File: config.mk
export PLATFORM = sky130hd
export DESIGN_NAME = mem_port_arbiter
export DESIGN_NICKNAME = d
export VERILOG_FILES = /design/src/rtl/mem_port_arbiter_pkg.sv /design/src/rtl/mem_port_arbiter_arb_select.sv /design/src/rtl/mem_port_arbiter.sv
export SDC_FILE = /design/constraint.sdc
export NUM_CORES = 1
export LEC_CHECK = 0
export BUFFER_PORTS_ARGS = -buffer_cell sky130_fd_sc_hd__buf_2
export CAP_MARGIN = 30
export CELL_PAD_IN_SITES_DETAIL_PLACEMENT = 1
export CELL_PAD_IN_SITES_GLOBAL_PLACEMENT = 2
export CORE_MARGIN = 3
export CORE_UTILIZATION = 28
export CTS_BUF_LIST = sky130_fd_sc_hd__clkbuf_4
export DETAILED_ROUTE_END_ITERATION = 8
export GPL_TIMING_DRIVEN = 1
export PLACE_DENSITY = 0.95
export SLEW_MARGIN = 10
export SYNTH_ARGS = -nofsm -noshare
export SYNTH_HDL_FRONTEND = slang
export SYNTH_SLANG_ARGS = --single-unit
export TNS_END_PERCENT = 100
File: constraint.sdc
create_clock -name CLK -period 4.7 [get_ports CLK]
set_clock_uncertainty 0.2 [all_clocks]
set_input_delay 0.235 -clock CLK [delete_from_list [all_inputs] [get_ports CLK]]
set_output_delay 0.235 -clock CLK [all_outputs]
set_load 0.02 [all_outputs]
File: src/rtl/mem_port_arbiter_pkg.sv
// Shared encodings for the main-memory port arbiter; the cache controllers
// import the same state and owner types.
package mem_port_arbiter_pkg;

  typedef enum logic [1:0] {
    ST_IDLE  = 2'd0,
    ST_ISSUE = 2'd1,
    ST_WAIT  = 2'd2,
    ST_DONE  = 2'd3
  } arb_state_t;

  typedef enum logic {
    OWN_I = 1'b0,
    OWN_D = 1'b1
  } owner_t;

endpackage

File: src/rtl/mem_port_arbiter_arb_select.sv
// Two-way round-robin pick: a lone requester wins, a tie goes to the
// requester that did not own the last completed transfer.
module arb_select
  import mem_port_arbiter_pkg::*;
(
  input  logic   req_i,
  input  logic   req_d,
  input  owner_t last,
  output owner_t grant,
  output logic   valid
);

  always_comb begin
    valid = req_i | req_d;
    grant = OWN_I;
    if (req_i && req_d) begin
      grant = (last == OWN_I) ? OWN_D : OWN_I;
    end else if (req_d) begin
      grant = OWN_D;
    end
  end

endmodule

File: src/rtl/mem_port_arbiter.sv
// Serialises instruction- and data-cache block transfers onto one memory port.
// state    | meaning
// ST_IDLE  | waiting for a request while memory is not busy
// ST_ISSUE | first strobe cycle from the latched operation
// ST_WAIT  | strobe held until memory drops busywait
// ST_DONE  | owner's busywait released, LAST updated
module mem_port_arbiter
  import mem_port_arbiter_pkg::*;
#(
  parameter int ADDR_W = 6,
  parameter int DATA_W = 32
) (
  input  logic              CLK,
  input  logic              RESET,
  input  logic              I_READ,
  input  logic [ADDR_W-1:0] I_ADDRESS,
  output logic [DATA_W-1:0] I_READDATA,
  output logic              I_BUSYWAIT,
  input  logic              D_READ,
  input  logic              D_WRITE,
  input  logic [ADDR_W-1:0] D_ADDRESS,
  input  logic [DATA_W-1:0] D_WRITEDATA,
  output logic [DATA_W-1:0] D_READDATA,
  output logic              D_BUSYWAIT,
  output logic              MEM_READ,
  output logic              MEM_WRITE,
  output logic [ADDR_W-1:0] MEM_ADDRESS,
  output logic [DATA_W-1:0] MEM_WRITEDATA,
  input  logic [DATA_W-1:0] MEM_READDATA,
  input  logic              MEM_BUSYWAIT
);

  arb_state_t        state, next_state;
  owner_t            owner, last, sel_grant;
  logic              sel_valid;
  logic              grant_en;
  logic              write_q;
  logic              capture_en;
  logic              strobe;
  logic [ADDR_W-1:0] addr_q;
  logic [DATA_W-1:0] wdata_q;
  logic [DATA_W-1:0] i_rdata_q, d_rdata_q;

  arb_select u_select (
    .req_i (I_READ),
    .req_d (D_READ | D_WRITE),
    .last  (last),
    .grant (sel_grant),
    .valid (sel_valid)
  );

  assign grant_en   = (state == ST_IDLE) && !MEM_BUSYWAIT && sel_valid;
  assign capture_en = (state == ST_WAIT) && !MEM_BUSYWAIT && !write_q;

  always_comb begin
    next_state = state;
    case (state)
      ST_IDLE:  if (grant_en) next_state = ST_ISSUE;
      ST_ISSUE: next_state = ST_WAIT;
      ST_WAIT:  if (!MEM_BUSYWAIT) next_state = ST_DONE;
      ST_DONE:  next_state = ST_IDLE;
      default:  next_state = ST_IDLE;
    endcase
  end

  always_ff @(posedge CLK) begin
    if (RESET) begin
      state     <= ST_IDLE;
      owner     <= OWN_I;
      last      <= OWN_D;
      write_q   <= 1'b0;
      addr_q    <= '0;
      wdata_q   <= '0;
      i_rdata_q <= '0;
      d_rdata_q <= '0;
    end else begin
      state <= next_state;
      if (grant_en) begin
        owner <= sel_grant;
        if (sel_grant == OWN_D) begin
          addr_q  <= D_ADDRESS;
          wdata_q <= D_WRITEDATA;
          write_q <= D_WRITE;
        end else begin
          addr_q  <= I_ADDRESS;
          write_q <= 1'b0;
        end
      end
      if (capture_en) begin
        if (owner == OWN_I) i_rdata_q <= MEM_READDATA;
        else                d_rdata_q <= MEM_READDATA;
      end
      if (state == ST_DONE) last <= owner;
    end
  end

  // Strobes decode from registered state, so a reset edge drops them at once.
  assign strobe        = (state == ST_ISSUE) || (state == ST_WAIT);
  assign MEM_READ      = strobe & ~write_q;
  assign MEM_WRITE     = strobe & write_q;
  assign MEM_ADDRESS   = addr_q;
  assign MEM_WRITEDATA = wdata_q;
  assign I_READDATA    = i_rdata_q;
  assign D_READDATA    = d_rdata_q;

  assign I_BUSYWAIT = I_READ & ~((state == ST_DONE) && (owner == OWN_I));
  assign D_BUSYWAIT = (D_READ | D_WRITE) & ~((state == ST_DONE) && (owner == OWN_D));

endmodule

# Yosys cells after proc, flatten, opt, wreduce, memory -nomap -nowiden
# Index checks and enable logic that the tools add are counted.
totals:
  register_bits: 107
  latch_bits: 0
  ramBits: 0
  rom_bits: 0
  inputBits: 82
  out_inout_bits: 106
  word_cells: 46
  memories: 0
classes:
  n_addsub: 0
  n_mul: 0
  n_div: 0
  n_lt_le_gt_ge: 0
  n_eq_ne: 5
  n_shift: 0
  mux: 8
  n_bitwise: 10
  n_reduce_logical: 15
op_table:
  columns: ["op", "n"]
  rows:
  - ["case mux 2 bit (4 select lines)", 1]
  - ["AND reduction 2 bit", 4]
  - ["logical AND 1 bit", 7]
  - ["2-to-1 mux 6 bit", 1]
  - ["AND 1 bit", 4]
  - ["== test 2 bit (second input constant)", 2]
  - ["2-to-1 mux 1 bit", 4]
  - ["2-to-1 mux 2 bit", 2]
  - ["!= test 2 bit (second input constant)", 2]
  - ["NOT 1 bit", 4]
  - ["== test 2 x 1 -> 1 bit (second input constant)", 1]
  - ["zero test 1 bit", 2]
  - ["zero test 2 bit", 1]
  - ["bitwise OR 1 bit", 2]
  - ["logical OR 1 bit", 1]

# Depth between registers and ports, before layout
logic_depth:
  depth_word: 5
  ltp_mapped: 7

# Modules after synthesis
# Synthesis repeated with hierarchy kept, for this count alone.
unflattened:
  hier_cells: 486
  hier_area_um2: 3927.5
by_module_without_submodules:
  columns: ["module", "instances", "cells_each", "area_each_um2", "seq_area_each_um2"]
  rows:
  - ["mem_port_arbiter", 1, 484, 3913.8, 2142.1]
  - ["arb_select", 1, 2, 13.8, 0.0]

# Worst setup path before layout
# No wires, ideal clock.
synth_path:
  path_type: "reg-to-reg"
  from: "register state[0]"
  to: "register i_rdata_q[1], in the netlist I_READDATA[1]"
  setup_time_ns: 0.132
  arrival_ns: 1.422
  t_required_ns: 4.368
  slack_ns: 2.946
  stages_incl_launch_ff: 8
  path_cell_list: "dfxtp_1 inv_1 ha_1 or4b_1 buf_2 buf_6 nand2_1 a21oi_1"
synth_via:
  elab_chain_cells: 4
synth_lines:
  columns: ["element", "line", "rtl"]
  rows:
  - ["from (decl)", "mem_port_arbiter.sv:33", "arb_state_t state, next_state;"]
  - ["from (signal assigned)", "mem_port_arbiter.sv:77", "state <= next_state;"]
  - ["== test 2 bit", "mem_port_arbiter.sv:53", "assign capture_en = (state == ST_WAIT) && !MEM_BUSYWAIT && !write_q;"]
  - ["logical AND 1 bit (2 in a row)", "mem_port_arbiter.sv:53", null]
  - ["AND reduction 2 bit (no source line)", null, null]
  - ["to (signal assigned)", "mem_port_arbiter.sv:74", "i_rdata_q <= '0;"]
  - ["to (signal assigned)", "mem_port_arbiter.sv:90", "if (owner == OWN_I) i_rdata_q <= MEM_READDATA;"]
  - ["to (decl)", "mem_port_arbiter.sv:42", "logic [DATA_W-1:0] i_rdata_q, d_rdata_q;"]
# No other way between the ends.
# A chain may end at the register's enable or synchronous reset.

# Worst setup path after layout
layout_path:
  from: "register state[0]"
  to: "register i_rdata_q[17], in the netlist I_READDATA[17]"
# The elaborated chain is that of the path after synthesis.

==> out/results.ini <==
[outcome]
status = finished clean

[floorplanning]
coreArea_sq_mm = 0.0140
initial_core_util_pct = 28.8
die_y_um = 126
chipWidth_um = 126
ios = 188
rows = 43
dieArea_sq_mm = 0.0159

[setup_path]
crit_start = state[0]$_SDFFE_PP0P_
worstSetupStartpointType = flop
arrival_ns = 2.97
required_ns = 4.89
timing.rr.start = state[0]$_SDFFE_PP0P_
cp_num_cells = 7
critPathSlowestCell = or4b_1
cp-endpoint = I_READDATA[17]$_SDFFE_PP0P_
rr_endpoint = I_READDATA[17]$_SDFFE_PP0P_
reg2regPathDepth = 7
crit_path_max_incr_delay_ns = 0.76
crit_fanout = 20
rrSetupSlack_ns = 1.92
worst-setup-path-type = reg2reg
crit_family = buffers and inverters
crit_chain = inv_1 -> ha_1 -> or4b_1 -> buf_16 -> nand2_1 -> a21oi_1 -> dlygate4sd3_1
critPathBufInv = 3
crit_path_end_kind = flop

[timing]
timing.slew.headroom_pct = 56.5
max_clock_freq_mhz = 359
fin_ws_ns = 1.92
period_minus_slack_ns = 2.78
hold_violations = 0
rsz0062_at_grt = false
tns_ns = 0
setup_violations = 0
slew_viol_final = 0
worstMarginPinSlew_ns = 0.649
post-route-period-util_pct = 59.2

[drt]
firstDrtPassIters = 4
wire_per_inst_um = 16.1
first_iter_violations = 147
ant_nets = 0
routed_via_density = 4.85
remaining_drc_errors = 0
vias = 4519
finalWirelength_mm = 15.0

[clocking]
cts.path.max_buffers = 2
cts_buffers = 9
post_cts_buffers = 0
cts_tree = yes
clk_pin_slew_worst_paths_ns = 0.17
clock_sinks = 107
clock-root-buffer = clkbuf_4
clock_latency_ns = 0.47
htree_num_levels = 3

[worst_hold_path]
hold_path.class = in2reg
holdCritStartpoint = I_READ

[synthesis]
syn_area_sq_mm = 0.00404
synth_area_per_cell_sq_um = 8.02
syn_inst = 503
synth-xor-area-share_pct = 0
synth_compound_area_share_pct = 20.3
synth_fa_ha_area_share_pct = 1.24
ys_ff_latch = 107
synth_top_family_by_area = compound AO/OA/AOI/OAI gates
synth_cell_type_count = 26
syn_nets = 589
synthSimpleGateAreaFrac_pct = 20.0
synthMuxAreaShare_pct = 0
yosysWarningCount = 0
synth.yosys.seq_area_share_pct = 53.1

[pwr]
ir_drop_mv = 0.221
powerDensity_mw_per_mm2 = 371
leakage_nw = 2.61

[cells_and_area]
nNetsFinal = 833
utilization_pct = 43.7
diodes = 0
drive_gt1_share_pct = 28.7
final_common_cell = buf_2
mostFrequentLayoutCells = buf_2 (186), nand2_1 (142), dfxtp_1 (107), a21oi_1 (107), dlygate4sd3_1 (80)
area_delta_synth_final_pct = 51.5

[global_routing]
antenna_found_initial = 1
grt_pass1_vias = 4915
grt-ovfl-total = 0
grt_max_degree = 58
grt_usage_pct = 18.7
grt_pass1_wl_mm = 24.3

[place]
dpl.hpwl_mm = 9.76
io_buffers = 187
gp_congestion = 0.807
pre_cts_ws_ns = 2.43

[job]
maxCapViolCount = 0

==> cells by family (layout without fill, tap and decap cells) <==
kind of cell	after synthesis	in the layout
AND/OR/NAND/NOR	190	190
AO/OA/AOI/OAI	155	155
flip-flops	107	107
adder cells (fa/ha/maj)	4	4
buffers and inverters	47	296
==> per-layer routing <==
layer	GRT usage (%)	wire [um]	vias up
met5	0	7	-
met4	4.61	234	2
met3	6.79	1060	23
met2	33.8	7610	149
met1	20.7	6130	2159
li1	-	-	2186
==> registers in the layout, summed over array words and instances (netlist names) <==
signal	count
D_READDATA	32
I_READDATA	32
last	1
MEM_WRITEDATA	32
write_q	1
state	2
MEM_ADDRESS	6
owner	1
==> stage by stage <==
stage / std cells / total power [mW] / hold WS, ns / instance area [sq um]
2_1_floorplan: 503 / 1.47 / 0.171 / 4040
3_3_place_gp: 832 / 1.66 / 0.238 / 5080
3_5_place_dp: 835 / 1.72 / 0.248 / 5140
4_1_cts: 931 / 2.28 / 0.0105 / 6090
5_1_grt: 932 / 2.41 / 0.0323 / 6110
6_report: 932 / 2.27 / 0.0579 / 6110
==> what timing repair did <==
| item | 4_1_cts | 5_1_grt |
|---|---|---|
| hold buffers | 80 | 0 |
| resized for setup | 0 | 0 |
| hold endpoints to repair | 103 | 0 |
==> power by group <==
part / total [mW] / switching, mW / internal (mW) / leakage [nW]
Combinational: 0.737 / 0.452 / 0.285 / 1.67
Sequential: 1.05 / 0.0547 / 0.994 / 0.867
Clock: 0.484 / 0.318 / 0.166 / 0.0746
Total: 2.27 / 0.825 / 1.45 / 2.61
==> worst register-to-register path: stages (launching register included) <==
cell and delay (ns):
dfxtp_1 0.36, inv_1 0.13, ha_1 0.28, or4b_1 0.76, buf_16 0.28, nand2_1 0.07, a21oi_1 0.06, dlygate4sd3_1 0.58
==> cell type report <==
cell class                 count  area, sq um
inverter                       4         15.0
sequential                   107         2140
fill                        1741         7870
clock inverter                 7         76.3
tap                          180          225
clock buffer                   9         67.6
multi-input combinational    349         1720
timing repair buffer         276         1870
==> cell usage after synthesis (all sizes together) <==
cell	n	area [sq um]
a21o	1	7.51
buf	16	98.8
nand2b	1	6.26
nor2	3	11.3
a311oi	6	52.6
or4b	2	20.0
o2bb2ai	1	8.76
nor2b	2	12.5
a2bb2oi	1	15.0
and2	1	6.26
o21ai	37	185
nand4bb	1	11.3
inv	4	15.0
nor4b	1	15.0
clkbuf	27	101
nand3	34	170
or3	1	6.26
dfxtp	107	2140
a21oi	107	536
nor3	1	5.00
a221oi	1	8.76
ha	4	50.1
nor4bb	1	10.0
a21boi	1	7.51
nand2	142	533
==> worst min-delay path by stage <==
stage	depth (start not counted)	slack [ns]	endpoint
floorplan	2	0.17	I_READDATA[10]$_SDFFE_PP0P_
global placement	2	0.24	D_READDATA[17]$_SDFFE_PP0P_
detailed placement	2	0.25	I_READDATA[4]$_SDFFE_PP0P_
CTS	3	0.01	state[0]$_SDFFE_PP0P_
global route	4	0.03	MEM_WRITEDATA[4]$_SDFFE_PP0P_
finish	4	0.06	owner$_SDFFE_PP0P_
Note: power is estimated with default switching activity, not from simulation.
